**config.mk**
```make
export PLATFORM = sky130hd
export DESIGN_NAME = change_dispenser
export DESIGN_NICKNAME = d
export VERILOG_FILES = /design/src/rtl/change_dispenser.sv
export SDC_FILE = /design/constraint.sdc
export NUM_CORES = 1
export LEC_CHECK = 0
export CORE_MARGIN = 1
export CORE_UTILIZATION = 55
export DETAILED_ROUTE_END_ITERATION = 6
export PLACE_DENSITY = 0.89
export SETUP_SLACK_MARGIN = 0.05
export SYNTH_ARGS = -nofsm -noshare
export SYNTH_HDL_FRONTEND = slang
export SYNTH_SLANG_ARGS = --single-unit
```
**constraint.sdc**
```tcl
create_clock -name clk -period 3.63 [get_ports clk]
set_input_delay 0.9075 -clock clk [delete_from_list [all_inputs] [get_ports clk]]
set_output_delay 0.9075 -clock clk [all_outputs]
set_load 0.005 [all_outputs]
```
**src/rtl/change_dispenser.sv**
```systemverilog
`default_nettype none
// ============================================================================
//  Module      : change_dispenser
//  Description : Pays out an owed balance as 20/10/5 coins through a
//                request/acknowledge hopper interface. Coins are chosen
//                greedily (largest first), empty hoppers are skipped, and
//                any unpaid amount is reported as shortfall. A hopper that
//                fails to acknowledge within ACK_TIMEOUT cycles aborts the
//                payout with fault set.
//  Revision    : 1.0 - initial release
// ============================================================================
module change_dispenser #(
  parameter int WIDTH       = 6,
  parameter int ACK_TIMEOUT = 15
) (
  input  logic             clk,
  input  logic             reset,
  input  logic             change_valid,
  input  logic [WIDTH-1:0] change_amt,
  input  logic             empty_20,
  input  logic             empty_10,
  input  logic             empty_5,
  input  logic             coin_ack,
  output logic             busy,
  output logic             coin_req,
  output logic [1:0]       coin_sel,
  output logic [WIDTH-1:0] remaining,
  output logic             done,
  output logic [WIDTH-1:0] shortfall,
  output logic             fault
);

  // Counter must be able to represent the full wait window.
  localparam int CNT_W = (ACK_TIMEOUT < 2) ? 1 : $clog2(ACK_TIMEOUT + 1);

  // The counter holds the number of unacknowledged REQ cycles already spent;
  // the cycle on which it equals this value is the last one allowed.
  localparam logic [CNT_W-1:0] C_CNT_LAST = CNT_W'(ACK_TIMEOUT - 1);

  localparam logic [WIDTH-1:0] C_VAL_20 = WIDTH'(20);
  localparam logic [WIDTH-1:0] C_VAL_10 = WIDTH'(10);
  localparam logic [WIDTH-1:0] C_VAL_5  = WIDTH'(5);

  localparam logic [1:0] C_SEL_5  = 2'b00;
  localparam logic [1:0] C_SEL_10 = 2'b01;
  localparam logic [1:0] C_SEL_20 = 2'b10;

  typedef enum logic [1:0] {
    S_IDLE   = 2'd0,
    S_SELECT = 2'd1,
    S_REQ    = 2'd2,
    S_DONE   = 2'd3
  } state_t;

  state_t           state_q, state_d;
  logic [WIDTH-1:0] remaining_q, remaining_d;
  logic [WIDTH-1:0] shortfall_q, shortfall_d;
  logic [1:0]       sel_q, sel_d;
  logic             fault_q, fault_d;
  logic [CNT_W-1:0] cnt_q, cnt_d;
  logic             busy_q, busy_d;
  logic             req_q, req_d;
  logic             done_q, done_d;

  logic             pick_found;
  logic [1:0]       pick_sel;
  logic [WIDTH-1:0] coin_val;

  // Greedy coin choice from the current balance and hopper status.
  always_comb begin
    pick_found = 1'b0;
    pick_sel   = C_SEL_5;
    if ((remaining_q >= C_VAL_20) && !empty_20) begin
      pick_found = 1'b1;
      pick_sel   = C_SEL_20;
    end else if ((remaining_q >= C_VAL_10) && !empty_10) begin
      pick_found = 1'b1;
      pick_sel   = C_SEL_10;
    end else if ((remaining_q >= C_VAL_5) && !empty_5) begin
      pick_found = 1'b1;
      pick_sel   = C_SEL_5;
    end
  end

  // Face value of the coin currently being requested.
  always_comb begin
    coin_val = C_VAL_5;
    case (sel_q)
      C_SEL_20: coin_val = C_VAL_20;
      C_SEL_10: coin_val = C_VAL_10;
      default:  coin_val = C_VAL_5;
    endcase
  end

  // Next-state logic; output flags are decoded from the next state so they
  // leave the block straight from flops.
  always_comb begin
    state_d     = state_q;
    remaining_d = remaining_q;
    shortfall_d = shortfall_q;
    sel_d       = sel_q;
    fault_d     = fault_q;
    cnt_d       = cnt_q;

    case (state_q)
      S_IDLE: begin
        if (change_valid) begin
          remaining_d = change_amt;
          shortfall_d = '0;
          fault_d     = 1'b0;
          cnt_d       = '0;
          state_d     = S_SELECT;
        end
      end

      S_SELECT: begin
        if (pick_found) begin
          sel_d   = pick_sel;
          cnt_d   = '0;
          state_d = S_REQ;
        end else begin
          // Nothing payable (covers a zero balance and non-multiples of 5).
          shortfall_d = remaining_q;
          state_d     = S_DONE;
        end
      end

      S_REQ: begin
        // An ack on the final allowed cycle still counts the coin.
        if (coin_ack) begin
          remaining_d = remaining_q - coin_val;
          cnt_d       = '0;
          state_d     = S_SELECT;
        end else if (cnt_q == C_CNT_LAST) begin
          fault_d     = 1'b1;
          shortfall_d = remaining_q;
          state_d     = S_DONE;
        end else begin
          cnt_d = cnt_q + CNT_W'(1);
        end
      end

      S_DONE: begin
        state_d = S_IDLE;
      end

      default: begin
        state_d = S_IDLE;
      end
    endcase

    busy_d = (state_d != S_IDLE);
    req_d  = (state_d == S_REQ);
    done_d = (state_d == S_DONE);
  end

  // State and datapath registers with synchronous reset.
  always_ff @(posedge clk) begin
    if (reset) begin
      state_q     <= S_IDLE;
      remaining_q <= '0;
      shortfall_q <= '0;
      sel_q       <= C_SEL_5;
      fault_q     <= 1'b0;
      cnt_q       <= '0;
      busy_q      <= 1'b0;
      req_q       <= 1'b0;
      done_q      <= 1'b0;
    end else begin
      state_q     <= state_d;
      remaining_q <= remaining_d;
      shortfall_q <= shortfall_d;
      sel_q       <= sel_d;
      fault_q     <= fault_d;
      cnt_q       <= cnt_d;
      busy_q      <= busy_d;
      req_q       <= req_d;
      done_q      <= done_d;
    end
  end

  assign busy      = busy_q;
  assign coin_req  = req_q;
  assign coin_sel  = sel_q;
  assign remaining = remaining_q;
  assign done      = done_q;
  assign shortfall = shortfall_q;
  assign fault     = fault_q;

endmodule
`default_nettype wire

```
* Word-level counts from Yosys, hierarchy flattened
Cells that the tools add are included.
Storage, ports and cells: register bits 24, output and inout bits 18, word-level logic and storage cells 72
Cells by class: add/sub/neg operators 2, order comparisons 3, equality and inequality tests 15, muxes and demuxes 28, reduce and logical (&&, ||, !) cells 15
Operators by type and width (number):
- 6-bit 2-to-1 mux | 6
- 6-bit case mux with 3 select lines | 1
- 4-bit 2-to-1 mux | 4
- 2-bit inequality test (second input constant) | 6
- 4-bit case mux with 3 select lines | 1
- 6-bit case mux with 2 select lines | 1
- 2-bit equality test (second input constant) | 5
- 5-bit case mux with 2 select lines | 1
- 1-bit 2-to-1 mux | 8
- 2-bit 2-to-1 mux | 4
- 2-bit case mux with 4 select lines | 1
- 4-bit AND reduction | 2
- 6-bit by 3-bit >= comparator with 1-bit output (second input constant) | 1
- 6-bit by 4-bit >= comparator with 1-bit output (second input constant) | 1
- 6-bit by 5-bit >= comparator with 1-bit output (second input constant) | 1
- 6-bit subtractor | 1
- 5-bit AND reduction | 1
- 4-bit by 1-bit adder with 4-bit output (second input constant) | 1
- 2-bit by 1-bit equality test with 1-bit output (second input constant) | 2
- 4-bit equality test (second input constant) | 1
- 2-bit nonzero test | 2
- 1-bit logical AND | 3
- 1-bit zero test | 3
- 3-bit inequality test (second input constant) | 1
- 5 further kinds | 5

* Longest topological paths before layout
Gate-level depths: netlist of the first run.
depth in word-level cells 8, mapped depth 9

* Worst setup path before layout of the first run
OpenSTA, ideal clock, no wires.
path kind input -> register, from input port coin_ack, to register cnt_q[3], library setup time 0.070 ns, arrival 1.976 ns, required time 3.560 ns, setup slack 1.584 ns, cell stages on the path 6, buffers on the path 1, cells stage by stage nand2b_1 buf_2 o211a_1 o31ai_2 or4_1 a21oi_1
On the way: cells in the longest elaborated chain, start to end 2
RTL lines:
- start: declaration | line 23 | input logic coin_ack,
- 3-bit inequality test (no line) or 4-bit 2-to-1 mux (tied branches)
- 4-bit AND reduction (no line) or 4-bit case mux with 3 select lines (tied branches)
- end signal: assignment | line 175 | cnt_q <= cnt_d;
- end: declaration | line 60 | logic [CNT_W-1:0] cnt_q, cnt_d;
Several ways; a longest one is shown, not always the timed one. A chain may end at the register's enable or synchronous reset.

* Worst setup path in the final report of the first run
from input port change_valid, to register shortfall_q[0] (netlist: shortfall[0])
On the way: cells in the longest elaborated chain, start to end 2
RTL lines:
- start: declaration | line 18 | input logic change_valid,
- 2-bit inequality test (no line)
- 5-bit AND reduction (no line)
- end signal: assignment | line 172 | shortfall_q <= shortfall_d;
- end: declaration | line 57 | logic [WIDTH-1:0] shortfall_q, shortfall_d;
No other way between the ends.

==> impl_metrics.json, run 1 <==
{
  "status": "completed",
  "postSynthAreaPerCell_um2": 8.025,
  "peakVddDrop_uv": 416.7,
  "clk_path_buf_depth": 2,
  "start_kind": "input pin",
  "stdcell_count": 246,
  "r2r_start": "state_q[0]$_SDFF_PP0_",
  "overflow": 0,
  "finalCritPeriodShare_pct": 66.70,
  "place_inst": 242,
  "fp.dieW_um": 54.79,
  "p_leak_nw": 0.6743,
  "drive_above_1_share_pct": 4.630,
  "finalPower_uw": 950.0,
  "cts_root_buf": "clkbuf_4",
  "netlist_area_um2": 1533,
  "crit_arrival_ns": 2.68,
  "hpwl_um": 2804,
  "hold_depth": 2,
  "finalWorstPathRequiredPeriod_ns": 2.421,
  "clock-sinks": 24,
  "core_region_area_um2": 2545,
  "synth_ff_type": "dfxtp_1",
  "r2r-end": "shortfall[0]$_SDFFE_PP0P_",
  "yosysWarnings": 0,
  "r2r_slack_ns": 1.31,
  "timing.slew.headroom_pct": 69.01,
  "clock_latency_ns": 0.32,
  "rsz0062_at_grt": "no",
  "worst_pin_slew_ns": 0.4621,
  "dr.max_layer_used": "met4",
  "end_kind": "register",
  "place_congestion": 0.7893,
  "grt_usage_pct": 28.16,
  "start_util_pct": 60.23,
  "cts_tree": "done",
  "drt-initial-drc-count": 35,
  "finalSetupViolations": 0,
  "crit_type": "input pin to register",
  "die-area_um2": 3002,
  "r2r_cells": 7,
  "clkTransAtPathRegs_ns": 0.14,
  "hold_path.startpoint": "cnt_q[1]$_SDFFE_PP0P_",
  "ys_async_sr_fraction_pct": 0,
  "pin_count": 31,
  "hold_class": "register to register",
  "die_y_um": 54.79,
  "first_pass_iters": 4,
  "dr_wl_met2_um": 1897,
  "area_delta_synth_final_pct": 23.27,
  "drv_slew": 0,
  "synth_fp_nets": 218,
  "numCtsBuffers": 3,
  "min_to": "cnt_q[1]$_SDFFE_PP0P_",
  "ys_ff_latch": 24,
  "detail_route.wl_per_cell_um": 15.06,
  "required_ns": 3.89,
  "synth_edf_count": 0,
  "drc": 0,
  "routed-wl-met3_um": 112,
  "tns_ns": 0,
  "antenna_cells": 0,
  "p_per_area_nw_per_um2": 502.8,
  "io_buffer_count": 30,
  "grt_pass1_wl_um": 5968,
  "h-tree-depth": 1,
  "cts-resized-gates": 0,
  "routed_wl_um": 3704,
  "nets": 244,
  "maxCapViolCount": 0,
  "ant_nets": 0,
  "wl_met1_um": 1598,
  "max_freq_mhz": 413.0,
  "routed_via_density": 6.154,
  "synthCells": 191,
  "postCtsSetupBuffers": 0,
  "final-hold-violation-count": 0,
  "crit_path_max_fanout": 13,
  "synth.yosys.seq_area_share_pct": 31.35,
  "row_count": 18,
  "grt_pass1_vias": 1398,
  "antenna_found_initial": 0,
  "fin_worst_skew_ns": 0.004179,
  "whs_ns": 0.5105,
  "grt_max_degree": 18,
  "hold_buffers": 0,
  "routed-via-count": 1514,
  "ys_types": 42
}
-- kinds of logic after synthesis --
group	count (synthesis)	synth area share (%)
buffers and inverters	25	6.367
adder cells (fa/ha/maj)	14	11.92
AO/OA/AOI/OAI	58	26.29
AND/OR/NAND/NOR	69	23.43
multiplexers	1	0.6531
flip-flops	24	31.35
-- sequential cells by signal (all words and copies together), names as in the netlist --
signal	count
busy	1
coin_req	1
done	1
remaining	6
coin_sel	2
shortfall	6
cnt_q	4
state_q	2
fault	1
-- cells in the final DEF, fill, tap and decap left out, types with 7 or more instances in the layout --
cell type,instances
a21oi_1,12
a31oi_1,7
clkdlybuf4s50_1,30
dfxtp_1,24
ha_1,13
inv_1,14
nand2_1,10
nand3_1,8
nor2_1,19
o21ai_0,7
-- worst max-delay path, stage by stage --
cell and delay, ns:
clkdlybuf4s50_1 0.48, nand2b_1 0.24, o211a_1 0.43, and3_1 0.35, nand2_1 0.10, o211ai_1 0.17
-- metal layers --
layer | up-vias | track usage (%)
met4 | 0 | 12.82
met5 | - | 0
li1 | 748 | -
met3 | 13 | 4.444
met2 | 35 | 51.81
met1 | 718 | 31.00
-- through the flow --
| step | utilization (%) | setup slack (ns) | instance area (um^2) |
|---|---|---|---|
| final | 74.24 | 1.209 | 1889 |
| after global routing | 74.24 | 1.082 | 1889 |
| after CTS | 74.24 | 1.225 | 1889 |
| after detailed placement | 72.17 | 0.8952 | 1837 |
| after global placement | 72.17 | 0.9570 | 1837 |
| after floorplan | - | 1.584 | 1533 |
-- cells in the mapped netlist (3+ instances only) --
cell      instances  area [um^2]
a211oi_1          4        30.03
nor2_1           19        71.32
nand3_1           8        40.04
buf_2             3        15.01
clkbuf_1          5        18.77
a31oi_1           7        43.79
nor3b_1           6        45.04
dfxtp_1          24        480.5
nor2b_1           5        31.28
o211ai_1          6        45.04
a21oi_1          12        60.06
nand2b_1          4        25.02
or3_1             3        18.77
o211a_1           3        30.03
nor3_1            6        30.03
nand2_1          10        37.54
o21ai_0           7        35.03
o21a_1            3        22.52
ha_1             13        162.7
inv_1            14        52.55
-- area by class of cell --
| class | count | area, um^2 |
|---|---|---|
| clock buffer | 3 | 22.52 |
| multi-input combinational | 142 | 954.7 |
| inverter | 15 | 56.30 |
| sequential | 24 | 480.5 |
| fill | 194 | 655.6 |
| timing repair buffer | 31 | 307.8 |
| clock inverter | 1 | 30.03 |
| tap | 30 | 37.54 |
-- report_power, final --
group,total (mW),switching [mW],internal [mW]
combinational,0.401,0.218,0.183
clock,0.198,0.0867,0.112
sequential,0.350,0.0518,0.299
-- worst max path at each step --
stage | to | startpoint | slack, ns | depth (start not counted)
2_1_floorplan | cnt_q[3]$_SDFFE_PP0P_ | coin_ack | 1.58 | 6
3_5_place_dp | shortfall[0]$_SDFFE_PP0P_ | change_valid | 0.90 | 6
3_3_place_gp | cnt_q[3]$_SDFFE_PP0P_ | coin_ack | 0.96 | 6
6_report | shortfall[0]$_SDFFE_PP0P_ | change_valid | 1.21 | 6
5_1_grt | shortfall[2]$_SDFFE_PP0P_ | change_valid | 1.08 | 6
4_1_cts | cnt_q[3]$_SDFFE_PP0P_ | coin_ack | 1.22 | 6
Power figures use the tool's default switching activity.
==> run 2: changes to the inputs <==
--- a/config.mk
+++ b/config.mk
@@ -6,9 +6,9 @@
 export NUM_CORES = 1
 export LEC_CHECK = 0
 export CORE_MARGIN = 1
-export CORE_UTILIZATION = 55
+export CORE_UTILIZATION = 51
 export DETAILED_ROUTE_END_ITERATION = 6
-export PLACE_DENSITY = 0.89
+export PLACE_DENSITY = 0.83
 export SETUP_SLACK_MARGIN = 0.05
 export SYNTH_ARGS = -nofsm -noshare
 export SYNTH_HDL_FRONTEND = slang
==> constraint.sdc (replaced) <==
create_clock -name clk -period 2.5 [get_ports clk]
set_input_delay 0.625 -clock clk [delete_from_list [all_inputs] [get_ports clk]]
set_output_delay 0.625 -clock clk [all_outputs]
set_load 0.005 [all_outputs]
==> impl_metrics.json, run 2 (synthesis results as in run 1) <==
{
  "die-area_um2": 3229,
  "ant_nets": 0,
  "required_ns": 2.74,
  "antenna_found_initial": 0,
  "violations": "DRC",
  "grt_pass1_vias": 1481,
  "crit_family": "adder cells",
  "clock_latency_ns": 0.33,
  "multi_input_area_um2": 954.7,
  "stdcell_count": 251,
  "fp.dieW_um": 56.82,
  "grt_max_degree": 27,
  "start_kind": "register",
  "critPathCapture": "remaining[4]$_SDFFE_PP0P_",
  "crit_arrival_ns": 2.49,
  "final-hold-violation-count": 0,
  "routed_wl_um": 3871,
  "place_congestion": 0.7906,
  "nets": 248,
  "place_inst": 247,
  "finalSetupViolations": 0,
  "end_kind": "register",
  "routed-via-count": 1542,
  "clock-sinks": 24,
  "crit_slowest_cell": "dfxtp_1",
  "cts_root_buf": "clkbuf_4",
  "maxCapViolCount": 0,
  "max_freq_mhz": 442.8,
  "r2r_cells": 9,
  "r2r_slack_ns": 0.24,
  "die_y_um": 56.82,
  "grt_usage_pct": 25.41,
  "start_util_pct": 54.64,
  "status": "finished, violations left",
  "h-tree-depth": 1,
  "numCtsBuffers": 3,
  "first_pass_iters": 6,
  "crit_path_max_fanout": 3,
  "worst_pin_slew_ns": 0.4601,
  "num-fill-cells": 235,
  "hpwl_um": 2867,
  "finalCritPeriodShare_pct": 90.34,
  "postCtsSetupBuffers": 0,
  "area_delta_synth_final_pct": 25.31,
  "final_util_pct": 68.47,
  "r2r_start": "coin_sel[0]$_SDFFE_PP0P_",
  "detail_route.wl_per_cell_um": 15.42,
  "timing.slew.headroom_pct": 69.14,
  "hold_class": "register to register",
  "peakVddDrop_uv": 388.5,
  "hold_buffers": 0,
  "final_common_cell": "clkdlybuf4s50_1",
  "layout.cells.most_common_list": "30 x clkdlybuf4s50_1, 24 x dfxtp_1, 19 x nor2_1, 14 x inv_1, 13 x ha_1",
  "path_depth": 9,
  "crit_type": "register to register",
  "hold_depth": 2,
  "crit_top_cell": "ha_1",
  "p_leak_nw": 0.6922,
  "cts-resized-gates": 0,
  "grt_pass1_wl_um": 6527,
  "path_buf_inv": 1,
  "startpoint": "coin_sel[0]$_SDFFE_PP0P_",
  "regArea_um2": 480.5,
  "rsz0062_at_grt": "no",
  "routed_via_density": 6.143,
  "drt-initial-drc-count": 57,
  "drc": 4,
  "r2r-end": "remaining[4]$_SDFFE_PP0P_",
  "fin_worst_skew_ns": 0.01614,
  "crit_path_cell_trace": "inv_1, ha_1, ha_1, fa_1, nor2b_1, o21a_1, nor3_1, nand3b_1, a311oi_1",
  "core_region_area_um2": 2805,
  "tns_ns": 0,
  "overflow": 0,
  "antenna_cells": 0,
  "drv_slew": 0,
  "finalWorstPathRequiredPeriod_ns": 2.259,
  "drive_above_1_share_pct": 6.364,
  "row_count": 19,
  "cts_tree": "done",
  "pin_count": 31,
  "io_buffer_count": 30,
  "clk_path_buf_depth": 2,
  "critPathMaxStageDelay_ns": 0.41,
  "clkTransAtPathRegs_ns": 0.15,
  "p_per_area_nw_per_um2": 728.9
}
-- run 2: worst reg2reg max path: cells and delay by family (launching register included) --
kind                       cells  cell delay [ns]
adders and majority gates      3             0.90
AOI/OAI and AO/OA              2             0.41
DFF                            1             0.41
and+or+nand+nor                3             0.37
buffers and inverters          1             0.08
-- run 2: power by group --
part / switching, mW / leakage [nW] / internal [mW]
registers: 0.0747 / 0.196 / 0.434
logic: 0.320 / 0.468 / 0.280
clock network: 0.129 / 0.0279 / 0.162
total: 0.524 / 0.692 / 0.876
-- run 2: per-layer routing --
| metal | track usage, % | vias to the layer above | wire [um] |
|---|---|---|---|
| met5 | 0 | - | 0 |
| li1 | - | 755 | - |
| met4 | 8.014 | 0 | 28 |
| met1 | 32.06 | 741 | 1705 |
| met2 | 45.07 | 44 | 1974 |
| met3 | 2.765 | 2 | 163 |
-- run 2: cell type report --
cell class	instances	area share [%]
Sequential cell	24	25.02
Tap cell	31	2.020
Timing Repair Buffer	35	17.59
Clock inverter	1	1.564
Multi-Input combinational cell	142	49.71
Clock buffer	3	1.173
Inverter	15	2.932
-- run 2: through the flow --
step           setup slack [ns]  cell area, um^2  hold WS (ns)  total power, mW
2_1_floorplan            0.4916             1533        0.4653           0.8878
3_3_place_gp             0.1413             1868        0.4765            1.072
3_5_place_dp            0.05744             1868        0.4947            1.105
4_1_cts                  0.2615             1921        0.5145            1.389
5_1_grt                 0.08648             1921        0.5383            1.489
6_report                 0.2414             1921        0.5163            1.400
-- run 2: how the worst min path moves through the flow --
stage	start	end	slack (ns)
after floorplan	cnt_q[1]$_SDFFE_PP0P_	cnt_q[1]$_SDFFE_PP0P_	0.47
after global placement	cnt_q[1]$_SDFFE_PP0P_	cnt_q[1]$_SDFFE_PP0P_	0.48
after detailed placement	cnt_q[1]$_SDFFE_PP0P_	cnt_q[1]$_SDFFE_PP0P_	0.49
after CTS	cnt_q[1]$_SDFFE_PP0P_	cnt_q[1]$_SDFFE_PP0P_	0.51
after global routing	cnt_q[1]$_SDFFE_PP0P_	cnt_q[1]$_SDFFE_PP0P_	0.54
final	cnt_q[1]$_SDFFE_PP0P_	cnt_q[1]$_SDFFE_PP0P_	0.52
